<file path="config.mk">
export PLATFORM = sky130hd
export DESIGN_NAME = aes_result_serializer
export DESIGN_NICKNAME = d
export VERILOG_FILES = /design/src/rtl/aes_result_serializer.sv
export SDC_FILE = /design/constraint.sdc
export NUM_CORES = 1
export LEC_CHECK = 0
export CORE_ASPECT_RATIO = 0.5
export CORE_UTILIZATION = 25
export CTS_BUF_LIST = sky130_fd_sc_hd__clkbuf_4 sky130_fd_sc_hd__clkbuf_8
export CTS_CLUSTER_SIZE = 40
export DETAILED_ROUTE_END_ITERATION = 16
export MAX_ROUTING_LAYER = met4
export PLACE_DENSITY_LB_ADDON = 0.12
export SYNTH_ARGS = -nofsm -noshare
export SYNTH_HDL_FRONTEND = slang
export SYNTH_SLANG_ARGS = --single-unit
</file>
<file path="constraint.sdc">
create_clock -name clk -period 11.9 [get_ports clk]
set_input_delay 1.19 -clock clk [delete_from_list [all_inputs] [get_ports clk]]
set_output_delay 1.19 -clock clk [all_outputs]
set_load 0.05 [all_outputs]
</file>
<file path="src/rtl/aes_result_serializer.sv">
// rtl/aes_result_serializer.sv - capture, buffer and serialize AES pipeline results
//
// Sits after an unrolled AES-128 pipeline. That pipeline has no valid signal
// and cannot stall, so this block keeps its own record of which slots carry
// real blocks. It captures each finished 128-bit block into a small FIFO and
// emits the blocks as four 32-bit words, most significant word first, on a
// valid/ready stream.
//
// Parameters:
//   LATENCY  cycles from the pipeline sampling data_in to the matching data_out (>= 1)
//   DEPTH    FIFO capacity in 128-bit blocks (power of two, >= 2)
//
// Ports:
//   clk        rising-edge clock, shared with the AES pipeline
//   rst        synchronous active-high reset
//   in_valid   a real block is presented to the pipeline this cycle
//   aes_data   pipeline data_out
//   issue_ok   upstream may assert in_valid (FIFO + in-flight blocks < DEPTH)
//   out_data   current output word
//   out_valid  out_data is valid
//   out_ready  consumer accepts the word
//   out_last   current word is word 3 of its block
//   overflow   sticky; an arriving block was dropped
//   level      number of blocks held in the FIFO

module aes_result_serializer #(
    parameter int LATENCY = 10,
    parameter int DEPTH   = 4
) (
    input  logic                         clk,
    input  logic                         rst,
    input  logic                         in_valid,
    input  logic [127:0]                 aes_data,
    output logic                         issue_ok,
    output logic [31:0]                  out_data,
    output logic                         out_valid,
    input  logic                         out_ready,
    output logic                         out_last,
    output logic                         overflow,
    output logic [$clog2(DEPTH+1)-1:0]   level
);

    localparam int LW = $clog2(DEPTH + 1);
    localparam int IW = $clog2(LATENCY + 1);
    localparam int PW = $clog2(DEPTH);
    // Wide enough to hold level + inflight without wrapping.
    localparam int SW = (IW > LW) ? IW + 1 : LW + 1;

    localparam logic [LW-1:0] LEVEL_ONE  = LW'(1);
    localparam logic [LW-1:0] LEVEL_FULL = LW'(DEPTH);
    localparam logic [IW-1:0] INF_ONE    = IW'(1);
    localparam logic [PW-1:0] PTR_ONE    = PW'(1);
    localparam logic [SW-1:0] CREDIT_MAX = SW'(DEPTH);

    // ------------------------------------------------------------------
    // Valid tracking: a copy of in_valid travelling beside the pipeline.
    // ------------------------------------------------------------------
    logic [LATENCY-1:0] sr;
    logic [IW-1:0]      inflight;
    logic               tap;

    assign tap = sr[LATENCY-1];

    always_ff @(posedge clk) begin
        if (rst) begin
            sr <= '0;
        end else begin
            sr[0] <= in_valid;
            for (int i = 1; i < LATENCY; i++) begin
                sr[i] <= sr[i-1];
            end
        end
    end

    // inflight mirrors the popcount of sr; kept as a counter so issue_ok
    // does not need an adder tree across the whole shift register.
    always_ff @(posedge clk) begin
        if (rst) begin
            inflight <= '0;
        end else begin
            case ({in_valid, tap})
                2'b10:   inflight <= inflight + INF_ONE;
                2'b01:   inflight <= inflight - INF_ONE;
                default: inflight <= inflight;
            endcase
        end
    end

    // ------------------------------------------------------------------
    // FIFO and serializer control
    // ------------------------------------------------------------------
    logic [127:0]  mem [DEPTH];
    logic [PW-1:0] wr_ptr;
    logic [PW-1:0] rd_ptr;
    logic [1:0]    idx;
    logic          full;
    logic          accept;
    logic          pop;
    logic          wr;
    logic          drop;

    assign full   = (level == LEVEL_FULL);
    assign accept = out_valid & out_ready;
    assign pop    = accept & (idx == 2'd3);
    // A full FIFO can still take the arriving block when the head leaves in
    // the same cycle: the write lands in the slot being vacated.
    assign wr     = tap & (~full | pop);
    assign drop   = tap & full & ~pop;

    always_ff @(posedge clk) begin
        if (!rst && wr) begin
            mem[wr_ptr] <= aes_data;
        end
    end

    always_ff @(posedge clk) begin
        if (rst) begin
            wr_ptr <= '0;
            rd_ptr <= '0;
        end else begin
            if (wr) begin
                wr_ptr <= wr_ptr + PTR_ONE;
            end
            if (pop) begin
                rd_ptr <= rd_ptr + PTR_ONE;
            end
        end
    end

    always_ff @(posedge clk) begin
        if (rst) begin
            level <= '0;
        end else begin
            case ({wr, pop})
                2'b10:   level <= level + LEVEL_ONE;
                2'b01:   level <= level - LEVEL_ONE;
                default: level <= level;
            endcase
        end
    end

    // idx wraps naturally from 3 to 0 on the accepting cycle that pops.
    always_ff @(posedge clk) begin
        if (rst) begin
            idx <= 2'd0;
        end else if (accept) begin
            idx <= idx + 2'd1;
        end
    end

    always_ff @(posedge clk) begin
        if (rst) begin
            overflow <= 1'b0;
        end else if (drop) begin
            overflow <= 1'b1;
        end
    end

    // ------------------------------------------------------------------
    // Output stream
    // ------------------------------------------------------------------
    logic [127:0] head;

    assign head      = mem[rd_ptr];
    assign out_valid = (level != '0);
    assign out_last  = out_valid & (idx == 2'd3);

    always_comb begin
        out_data = head[127:96];
        case (idx)
            2'd0:    out_data = head[127:96];
            2'd1:    out_data = head[95:64];
            2'd2:    out_data = head[63:32];
            default: out_data = head[31:0];
        endcase
    end

    // Credit: uses registered counts only, so a pop in this cycle frees
    // credit from the next cycle onward.
    logic [SW-1:0] committed;

    assign committed = SW'(level) + SW'(inflight);
    assign issue_ok  = (committed < CREDIT_MAX);

endmodule
</file>
==> metrics.yaml <==
outcome:
  status: "completed"
cts:
  cts_hold_buf: 0
  cts_setup_buffers: 0
  root_buffer: "clkbuf_8"
  clkSinkCount: 538
  cts_resized: 0
  cts.clk_slew.worst_paths_ns: 0.06
  cts_buffers: 85
  cts_buffer_depth: 3
  clk_latency_ns: 0.69
  cts_tree: "yes"
  h-tree-depth: 3
yosys:
  post_synth.cell_area_avg_um2: 17.4
  yosys.area.top_type_share_pct: 73.1
  syn-instance-count: 1209
  yosys_warnings: 0
  synth_top_area_cell: "edfxtp_1"
  synth_enable_flop_cells: 512
  synth_cell_types: 48
  synth.area.top_cells: "edfxtp_1 (73%), mux2i_1 (6.8%), mux4_2 (3.4%)"
  syn_nets: 1357
  ys_ff_latch: 538
  ys_async_sr_fraction_pct: 0
  synth_ff_type: "edfxtp_1"
  netlist_area_um2: 21000
  synth_seq_area_share_pct: 75.6
floorplanning:
  rows: 74
  start_util_pct: 25.5
  ios: 171
  dieHeight_um: 207
  dieArea_um2: 85300
  die_w_um: 412
  core-area_um2: 82400
cells_and_area:
  layoutNonFillerInstCount: 2592
  drive_gt1_share_pct: 14.1
  num-nets-final: 1564
  area_delta_synth_final_pct: 21.5
sta:
  finalSetupTns_ns: 0
  worstMarginPinSlew_ns: 1.08
  skew_ns: 0.0384
  setup_viol: 0
  max-slew-margin-rel_pct: 27.7
  hold_violations: 0
  fin_ws_ns: 5.52
  maxSlewViolCount: 0
  min_period_ns: 6.38
  fmax_mhz: 157
  period_share_pct: 53.6
  rsz0062_at_grt: "no"
critical_path:
  r2r-start: "idx[1]$_SDFFE_PP0P_"
  timing.rr.end: "mem[0][29]$_DFFE_PP_"
  worst-r2r-cell-count: 6
  rrSetupSlack_ns: 8.54
  crit_fanout: 62
  end_kind: "primary output"
  crit_path_end: "out_data[24]"
  required_ns: 10.71
  worstSetupPathType: "register to primary output"
  cp.arrival_ns: 5.19
  crit_path_start_kind: "register"
detailed_routing:
  viasPerCell: 4.36
  drc: 0
  drt_iter0_markers: 599
  drt-pass1-iter-count: 4
  vias: 11300
  wirelength_um: 54500
  wl_per_cell_um: 21.0
  ant_nets: 0
placed_design:
  dp.cells: 2431
  dp.final_hpwl_um: 31500
  io_buffers: 170
  dp_slack_ns: 6.16
  place_congestion: 0.725
pwr:
  cellLeakagePower_nw: 7.68
  pwr_density_cell_nw_per_um2: 144
  total_power_mw: 3.67
  ir_drop_mv: 0.0715
global_route:
  grtUsageTotal_pct: 13.1
  grt_max_degree: 142
  grt_pass1_wl_um: 79500
  first_global_vias: 12100
  antenna_found_initial: 8
  grt.overflow.total: 0
hold_path:
  hold_path_class: "register to register"
flow_run:
  cap_violations: 0
cell usage after synthesis (4+ instances only):
cell type,n
inv_1,43
nor4_1,7
ha_1,14
nand2_1,8
a22oi_1,26
buf_2,25
buf_4,12
buf_6,9
and2_1,4
a32oi_1,25
o22ai_1,22
xor2_1,4
a21oi_1,38
clkbuf_1,21
mux4_2,32
o21ai_1,17
nand3b_1,24
nor2_1,67
nor2b_1,10
o21ai_0,32
edfxtp_1,512
nand3_1,30
mux2i_1,142
a211oi_1,24
dfxtp_1,26
cells in the final DEF (no fill, tap or decap), drive strengths merged, types with 4 or more instances in the layout:
| cell | synthesis | layout |
|---|---|---|
| mux4 | 32 | 32 |
| and2 | 6 | 6 |
| o21ai | 50 | 50 |
| nand3 | 31 | 31 |
| mux2i | 142 | 142 |
| ha | 14 | 14 |
| diode | 0 | 9 |
| xor2 | 4 | 4 |
| nand2 | 10 | 10 |
| clkbuf | 21 | 119 |
| a21oi | 38 | 38 |
| dfxtp | 26 | 26 |
| nand3b | 24 | 24 |
| clkdlybuf4s50 | 0 | 170 |
| edfxtp | 512 | 512 |
| nor2 | 68 | 68 |
| inv | 43 | 44 |
| buf | 49 | 20 |
| a32oi | 25 | 25 |
| o22ai | 22 | 22 |
| clkinv | 0 | 28 |
| a211oi | 24 | 24 |
| nor2b | 10 | 10 |
| nor4 | 7 | 7 |
| a22oi | 26 | 26 |
sequential cells by signal, indices dropped and copies added (netlist names), named ones only:
register / cells
inflight: 4
overflow: 1
sr: 10
rd_ptr: 2
idx: 2
mem: 512
wr_ptr: 2
level: 3
critical path, stage by stage (launching register included):
cell	delay, ns
dfxtp_4	0.80
buf_4	0.91
buf_4	0.84
nor2_4	0.05
buf_4	0.29
a2111oi_1	0.47
a32oi_1	0.22
clkdlybuf4s50_1	0.75
routing by layer:
metal  up-vias  part of all wire, %  track usage (%)
li1       5204                    -                -
met1      5791                   42             15.3
met2       215                   52             22.3
met3        86                  3.9             3.07
met4         0                  1.9             3.75
met5         -                    0                -
worst min path at each step:
stage                                start          endpoint  slack [ns]  depth (start not counted)
after floorplan           sr[0]$_SDFF_PP0_  sr[1]$_SDFF_PP0_        0.41                          1
after global placement    sr[2]$_SDFF_PP0_  sr[3]$_SDFF_PP0_        0.42                          1
after detailed placement  sr[2]$_SDFF_PP0_  sr[3]$_SDFF_PP0_        0.43                          1
after CTS                 sr[7]$_SDFF_PP0_  sr[8]$_SDFF_PP0_        0.43                          1
after global routing      sr[7]$_SDFF_PP0_  sr[8]$_SDFF_PP0_        0.44                          1
final                     sr[8]$_SDFF_PP0_  sr[9]$_SDFF_PP0_        0.42                          1
power breakdown:
part	internal (mW)	total, mW	switching, mW
clock	0.804	1.53	0.723
sequential	2.07	2.07	0.00101
combinational	0.0405	0.0710	0.0306
cell families after synthesis:
logic type,share of synthesized area [%]
muxes,10.3
AOI/OAI and AO/OA,6.00
adders and majority gates,1.02
buffers and inverters,2.70
DFF,75.6
and+or+nand+nor,4.09
xor gates and xnor gates,0.250
area by class of cell:
type                            count  area (um^2)
Antenna cell                        9         22.5
Clock buffer                      119         1440
Clock inverter                     33          179
Fill cell                        8062        56900
Inverter                           43          161
Multi-Input combinational cell    558         4600
Sequential cell                   538        15900
Tap cell                         1102         1380
Timing Repair Buffer              190         1860
stage by stage:
step | instance area [um^2] | util (%) | hold slack, ns
floorplan | 21000 | - | 0.414
global placement | 23900 | 29.0 | 0.417
detailed placement | 23900 | 29.0 | 0.427
CTS | 25500 | 31.0 | 0.431
global route | 25600 | 31.0 | 0.442
finish | 25600 | 31.0 | 0.421
Power figures use the tool's default switching activity.
==> RTL change (same flow settings) <==
Change the parameter `LATENCY` from 10 to 9.
--- a/src/rtl/aes_result_serializer.sv
+++ b/src/rtl/aes_result_serializer.sv
@@ -24,7 +24,7 @@
 //   level      number of blocks held in the FIFO
 
 module aes_result_serializer #(
-    parameter int LATENCY = 10,
+    parameter int LATENCY = 9,
     parameter int DEPTH   = 4
 ) (
     input  logic                         clk,
Behaviour: no difference found for any inputs over 10 cycles, from zero or initial values and one cycle with rst high; that may be too few to reach the edited logic, so the function may still have changed.
==> RTL change against the original RTL <==
  * The flow now finishes with violations (design-rule violations)
  * Non-clock buffer count is 3 higher
  * Area after synthesis up 0.82%
  * Cell area grew 0.31%
  * Setup slack better by 580 ps
  * Largest cell class unchanged
  * Critical endpoint unchanged
  * Sequential share of layout area shrank 0.27 points
  * Cell count grew 0.19%
  * Sequential cell count fell by 1
  * Largest power group unchanged
  * Power about the same
  * Routed wire length is 7.9% higher
  * Sequential power hardly changed
==> RTL change: results <==
synthesis:
  syn_area_um2: 21200
  synth_mux_area_share_pct: 6.81
  ys_top_cells_by_count: "512 x edfxtp_1, 98 x a21oi_1, 65 x a22oi_1"
  synth_xor_area_share_pct: 0.248
  synth-compound-area-share_pct: 9.83
  synth.net_count: 1360
  synth_seq_area_share_pct: 74.9
  synth.top_cell.area_share_pct: 72.5
  synth_adder_area_share_pct: 1.02
  synth_cell_types: 50
outcome:
  violations: "design-rule violations"
  outcome: "finished, violations left"
clocking:
  clock_latency_ps: 670
  cts_made_buffers: 86
finish:
  post-route-cell-area_um2: 25600
  drive_gt1_share_pct: 18.4
  layout.nets: 1557
  top_regs: "mem: 512 flops, sr: 9 flops, inflight: 4 flops"
route:
  drt_wl_total_mm: 58.8
  wl_met3_mm: 2.09
  viasPerCell: 4.52
  drc: 2
  wl_met2_mm: 29.8
  drt_iter0_drc: 643
  drt-met1-wl_mm: 25.8
  first_pass_iters: 10
hold_path:
  hold_end: "sr[8]"
place:
  gp_congestion: 0.731
  port_buffers: 170
  dpl_cell_area_um2: 24000
  dpl.hpwl_mm: 33.4
sta:
  max_slew.worst_pin.slew_ps: 1040
  holdWs_ps: 435
  finalClockSkew_ps: 24.4
global_route:
  use_met1_pct: 17.2
  grt_pass1_vias: 12800
  gr-usage-all-layers_pct: 14.1
  grt_antenna_before_repair: 5
  grtUsageMet3_pct: 2.92
setup_path:
  reg2regPathDepth: 7
  r2r_end: "mem[3][121]"
  r2r_slack_ps: 7960
  crit_slowest_cell: "clkdlybuf4s50_1"
  cpPeakStageDelay_ps: 850
  cp.arrival_ps: 4600
power:
  p_switching_mw: 0.765
  p_comb_share_pct: 2.0
  ir_drop_uv: 67.6
  cellLeakagePower_nw: 7.85
-- RTL change: changes by cell type after synthesis, moves of 25 or more --
cell | unedited run | this run
a21oi_1 | 38 | 98
a221oi_1 | 0 | 31
a22oi_1 | 26 | 65
a31oi_1 | 1 | 34
a32oi_1 | 25 | 0
inv_1 | 43 | 13
mux2_2 | 0 | 34
mux2i_1 | 142 | 34
nor3b_2 | 0 | 29
o21a_1 | 0 | 31
o21ai_0 | 32 | 1
o2bb2ai_1 | 0 | 31
-- RTL change: final cells by class --
cell class,count,share of cell area [%]
clock buffer,122,5.72
timing repair buffer,193,7.31
inverter,15,0.220
sequential,537,62.0
antenna,5,0.0488
multi-input combinational,576,18.7
tap,1116,5.45
clock inverter,33,0.581
-- RTL change: per-stage QoR --
stage	worst slack, ps	std cells
after floorplan	6750	1212
after global placement	6640	2437
after detailed placement	6680	2437
after CTS	5910	2592
after global routing	5820	2597
final	6110	2597
